===== src/rtl/cpu_csr_pkg.sv =====
// rtl/cpu_csr_pkg.sv - shared CSR addresses, cause codes, FSM state and writeback select
package cpu_csr_pkg;

  localparam logic [11:0] CSR_SSCRATCH = 12'h140;
  localparam logic [11:0] CSR_SEPC     = 12'h141;
  localparam logic [11:0] CSR_SCAUSE   = 12'h142;
  localparam logic [11:0] CSR_STVEC    = 12'h105;
  localparam logic [11:0] CSR_CYCLE    = 12'hC00;

  localparam logic [7:0] CAUSE_ECALL   = 8'h08;
  localparam logic [7:0] CAUSE_ILLEGAL = 8'h02;

  localparam logic [1:0] WDSEL_CSR = 2'b11;

  typedef enum logic {
    ST_IDLE  = 1'b0,
    ST_REDIR = 1'b1
  } trap_state_t;

endpackage


===== src/rtl/csr_file.sv =====
// rtl/csr_file.sv - supervisor trap CSR storage, read mux and set-bits write port
module csr_file
  import cpu_csr_pkg::*;
#(
  parameter int          XLEN     = 32,
  parameter logic [31:0] TRAP_VEC = 32'h0000_0100
) (
  input  logic            clk,
  input  logic            rst,
  input  logic [11:0]     addr,
  output logic [XLEN-1:0] rdata,
  input  logic            set_en,
  input  logic [XLEN-1:0] set_mask,
  input  logic            trap_en,
  input  logic [XLEN-1:0] trap_pc,
  input  logic [7:0]      trap_cause,
  output logic [XLEN-1:0] stvec,
  output logic [XLEN-1:0] sepc
);

  logic [XLEN-1:0] sscratch;
  logic [XLEN-1:0] scause;
  logic [XLEN-1:0] cycle;

  always_comb begin
    rdata = '0;
    case (addr)
      CSR_SSCRATCH: rdata = sscratch;
      CSR_SEPC:     rdata = sepc;
      CSR_SCAUSE:   rdata = scause;
      CSR_STVEC:    rdata = stvec;
      CSR_CYCLE:    rdata = cycle;
      default:      rdata = '0;
    endcase
  end

  // cycle is read-only: set writes to it fall through to the default arm
  always_ff @(posedge clk) begin
    if (rst) begin
      sscratch <= '0;
      sepc     <= '0;
      scause   <= '0;
      stvec    <= XLEN'(TRAP_VEC);
      cycle    <= '0;
    end else begin
      cycle <= cycle + XLEN'(1);
      if (set_en) begin
        case (addr)
          CSR_SSCRATCH: sscratch <= sscratch | set_mask;
          CSR_SEPC:     sepc     <= sepc | set_mask;
          CSR_SCAUSE:   scause   <= scause | set_mask;
          CSR_STVEC:    stvec    <= stvec | set_mask;
          default:      ;
        endcase
      end
      if (trap_en) begin
        sepc   <= trap_pc;
        scause <= {{(XLEN-8){1'b0}}, trap_cause};
      end
    end
  end

endmodule


===== src/rtl/trap_csr_unit.sv =====
// rtl/trap_csr_unit.sv - EX-stage trap/CSR unit: event priority, redirect FSM, CSR file
module trap_csr_unit
  import cpu_csr_pkg::*;
#(
  parameter int          XLEN     = 32,
  parameter logic [31:0] TRAP_VEC = 32'h0000_0100
) (
  input  logic            clk,
  input  logic            rst,
  input  logic            ex_valid,
  input  logic            stall,
  input  logic [XLEN-1:0] ex_pc,
  input  logic            ex_int,
  input  logic [7:0]      ex_scause,
  input  logic            ex_mret,
  input  logic            ex_csrrs,
  input  logic [11:0]     ex_csr_addr,
  input  logic [4:0]      ex_rs1_idx,
  input  logic [XLEN-1:0] ex_rs1_data,
  output logic [XLEN-1:0] csr_rdata,
  output logic            redirect_valid,
  output logic [XLEN-1:0] redirect_pc,
  output logic            flush,
  output logic            in_trap
);

  trap_state_t     state;
  logic            acc;
  logic            do_trap;
  logic            do_mret;
  logic            do_set;
  logic [XLEN-1:0] stvec;
  logic [XLEN-1:0] sepc;

  // ex_int outranks ex_mret, which outranks ex_csrrs
  assign acc     = ex_valid & ~stall & (state == ST_IDLE);
  assign do_trap = acc & ex_int;
  assign do_mret = acc & ex_mret & ~ex_int;
  assign do_set  = acc & ex_csrrs & ~ex_int & ~ex_mret & (ex_rs1_idx != 5'd0);

  csr_file #(
    .XLEN     (XLEN),
    .TRAP_VEC (TRAP_VEC)
  ) u_csr_file (
    .clk        (clk),
    .rst        (rst),
    .addr       (ex_csr_addr),
    .rdata      (csr_rdata),
    .set_en     (do_set),
    .set_mask   (ex_rs1_data),
    .trap_en    (do_trap),
    .trap_pc    (ex_pc),
    .trap_cause (ex_scause),
    .stvec      (stvec),
    .sepc       (sepc)
  );

  always_ff @(posedge clk) begin
    if (rst) begin
      state          <= ST_IDLE;
      redirect_valid <= 1'b0;
      redirect_pc    <= '0;
      in_trap        <= 1'b0;
    end else begin
      case (state)
        ST_IDLE: begin
          redirect_valid <= 1'b0;
          if (do_trap) begin
            state          <= ST_REDIR;
            redirect_valid <= 1'b1;
            redirect_pc    <= stvec;
            in_trap        <= 1'b1;
          end else if (do_mret) begin
            state          <= ST_REDIR;
            redirect_valid <= 1'b1;
            redirect_pc    <= sepc + XLEN'(4);
            in_trap        <= 1'b0;
          end
        end
        ST_REDIR: begin
          state          <= ST_IDLE;
          redirect_valid <= 1'b0;
        end
        default: begin
          state          <= ST_IDLE;
          redirect_valid <= 1'b0;
        end
      endcase
    end
  end

  assign flush = redirect_valid;

endmodule


===== config.mk =====
export PLATFORM = sky130hd
export DESIGN_NAME = trap_csr_unit
export DESIGN_NICKNAME = d
export VERILOG_FILES = /design/src/rtl/cpu_csr_pkg.sv /design/src/rtl/csr_file.sv /design/src/rtl/trap_csr_unit.sv
export SDC_FILE = /design/constraint.sdc
export NUM_CORES = 1
export LEC_CHECK = 0
export CAP_MARGIN = 20
export CORE_MARGIN = 2
export CORE_UTILIZATION = 48
export DETAILED_ROUTE_END_ITERATION = 10
export PLACE_DENSITY_LB_ADDON = 0.25
export SETUP_SLACK_MARGIN = 0.1
export SLEW_MARGIN = 25
export SYNTH_ARGS = -nofsm -noshare
export SYNTH_HDL_FRONTEND = slang
export SYNTH_HIERARCHICAL = 1
export SYNTH_SLANG_ARGS = --single-unit

===== constraint.sdc =====
create_clock -name clk -period 2.68 [get_ports clk]
set_clock_uncertainty 0.05 [all_clocks]
set_input_delay 0.402 -clock clk [delete_from_list [all_inputs] [get_ports clk]]
set_output_delay 0.402 -clock clk [all_outputs]
set_load 0.1 [all_outputs]

==> impl_results.md <==
- Initial antenna violation count: 0
- Ys Warns: 6
- Share of layout cells above drive strength 1: 0.207
- Post-synth top area share: 0.413
- Maximum number of pins on one net before global-route repair: 46
- Area growth syn-to-layout: 37.9%
- Synth Register Bits: 194
- Routed len/inst: 22.3 µm
- Synthesized area per cell: 8.51 µm²
- Number of I/O port buffers: 162
- Leading area contributor after synthesis: dfxtp_1
- H-Tree Level Count: 4
- Static leakage: 4.52 nW
- Rel. slew slack: 0.472
- Cts hold-fix bufs: 0
- Pins Over Slew Limit: 0
- Number of vias per cell: 6.44
- Initial DRC count: 1,226
- TritonRoute pass-1 iters: 5
- GRT overflow: 0
- Cell Count, Final, Fillers Out: 1,554
- Top FF cell, synth: dfxtp_1
- Global-route wire length before repair: 51,600 µm
- CTS clk-pin slew, worst paths: 0.07 ns
- Floorplan row count: 51
- Gr busiest metal: met2
- Number of distinct library cells after synthesis: 62
- Final Hold Fails: 0
- CTS tree: built
- Part of the Yosys area used for sequential elements: 0.413
- Vias: 10,000
- Hold Crit Class: in2reg
- Setup TNS Final: 0 ns
- Die height: 144 µm
- Async SR Flop Fraction: 0
- Post-route DRC violation count: 0
- Fin nets: 1,374
- Final Util: 0.671
- Vias in the first global route: 9,348
- Area contributors post-synth: dfxtp_1 (41%), a21oi_1 (5.5%), nor2_1 (4.4%), mux2i_1 (3.4%), a211oi_1 (3.3%)
- Synth top cells by count: dfxtp_1 (194), nor2_1 (110), a21oi_1 (103)
- Met1 Use GR: 0.412
- Clock buffer depth: 2
- TritonCTS Sinks: 194
- Worst hold slack: 0.371 ns
- Final wirelength: 34,600 µm
- Most common cell in the netlist: dfxtp_1
- Fin crit share: 0.989
- RSZ-0062 raised after global routing: yes
- Crit path DAT: 2.20 ns
- CP required: 2.23 ns
- Clock insertion delay at the later pin of the skew report: 0.43 ns
- Post-synth EDFFs: 0
- Die W: 144 µm
- Placer's final routability congestion estimate: 0.900
- Type of the worst setup path: in2out
- DP Cell Count: 1,507
- Fill cells: 1,565
- Die Area: 0.0207 mm²
- Met3 usage in global routing: 0.0712
- Syn Std Cell Area: 0.00941 mm²
- Syn nets: 1,203
- DPL Wire Length: 23,300 µm
- Met2 usage: 0.515
- Min Tclk post-route: 2.65 ns
- I/O pins: 163
- Final ANT Viol Nets: 0
- Pwr per Cell Area: 495 mW/mm²
- Max Freq: 377 MHz
- Maxcap violations: 0
- Critical Path End Type: primary output
- Total GRT Usage: 0.327
- Worst Path Max Fanout: 5
- VDD IR max: 457 µV
- Outcome: finished clean
- N_diodes: 0
- Final setup fails: 0
- Slew of the pin with the lowest slew margin: 0.784 ns
- Starting Density: 0.487
- CTS buffer count: 17
- Root buffer cell: clkbuf_16
- Startpoint Class: input port
- Placeable Area: 0.0193 mm²
- Synth Instances: 1,105
-- area by class of cell --
cell class / instances / area (µm²) / area share
multi-input combinational: 803 / 5490 / 0.423
timing repair buffer: 237 / 2560 / 0.197
inverter: 23 / 86.3 / 0.00665
clock buffer: 20 / 447 / 0.0344
sequential: 194 / 3880 / 0.299
clock inverter: 12 / 178 / 0.0137
tap: 265 / 332 / 0.0256
-- worst max-delay path, stage by stage --
cell     delay, ns
buf_2         0.11
or4b_4        0.55
or2_4         0.28
or3_4         0.46
o21ai_4       0.19
buf_12        0.19
-- final timing paths --
check,from,end,slack (ns),depth (start not counted)
max,ex_csr_addr[11],csr_rdata[3],0.03,6
min,rst,u_csr_file/sscratch[2]$_SDFFE_PP0P_,0.37,2
max reg2reg,state$_SDFF_PP0_,u_csr_file/sepc[25]$_SDFFE_PP0P_,0.38,9
min reg2reg,redirect_pc[3]$_SDFFE_PP0P_,redirect_pc[3]$_SDFFE_PP0P_,0.40,2
-- layer usage --
layer,up-vias,wire length [µm]
met5,-,0
met4,0,2150
met2,675,15500
met3,144,3290
met1,4703,13600
li1,4486,-
-- registers in the layout, summed over array words and instances (netlist names) --
| signal | flops |
|---|---|
| u_csr_file/sscratch | 32 |
| u_csr_file/sepc | 32 |
| in_trap | 1 |
| state | 1 |
| u_csr_file/cycle | 32 |
| u_csr_file/stvec | 32 |
| redirect_pc | 32 |
| u_csr_file/scause | 32 |
-- stage by stage --
step | total power, W | setup slack, ns | instance area (µm²)
after detailed placement | 0.00374 | -0.332 | 12100
after floorplan | 0.00340 | -0.181 | 9750
after global placement | 0.00373 | -0.334 | 12100
after CTS | 0.00642 | 0.00176 | 12800
final | 0.00642 | 0.0304 | 13000
after global routing | 0.00660 | 0.00466 | 13000
-- cell families after synthesis --
| family | after synthesis | synth area share |
|---|---|---|
| AO/OA/AOI/OAI | 324 | 0.232 |
| XOR/XNOR | 17 | 0.0158 |
| adder cells (fa/ha/maj) | 2 | 0.00266 |
| AND/OR/NAND/NOR | 422 | 0.248 |
| buffers and inverters | 109 | 0.0492 |
| flip-flops | 194 | 0.413 |
| multiplexers | 37 | 0.0400 |
-- repair_timing --
item,CTS,global route
endpoints found under the setup margin,32,52
buffers inserted,5,3
resized for setup,41,22
pin swaps,9,9
cloned,4,3
-- layout by cell type (no fill, tap or decap), types with 24 or more instances in the layout --
| cell | instances |
|---|---|
| nor3_1 | 60 |
| a211oi_1 | 41 |
| o21ai_4 | 24 |
| nor2_1 | 109 |
| mux2i_1 | 32 |
| a22o_1 | 31 |
| nor2b_1 | 48 |
| dfxtp_1 | 193 |
| buf_4 | 94 |
| clkdlybuf4s50_1 | 82 |
| a21oi_1 | 103 |
| buf_12 | 39 |
| nand3_1 | 29 |
| nand2_1 | 38 |
-- report_power, final --
part | switching [W] | internal [W]
sequential | 0.0000712 | 0.00293
clock | 0.00114 | 0.00159
combinational | 0.000404 | 0.000282
total | 0.00161 | 0.00481
No activity file was read; power rests on OpenSTA's default activity.
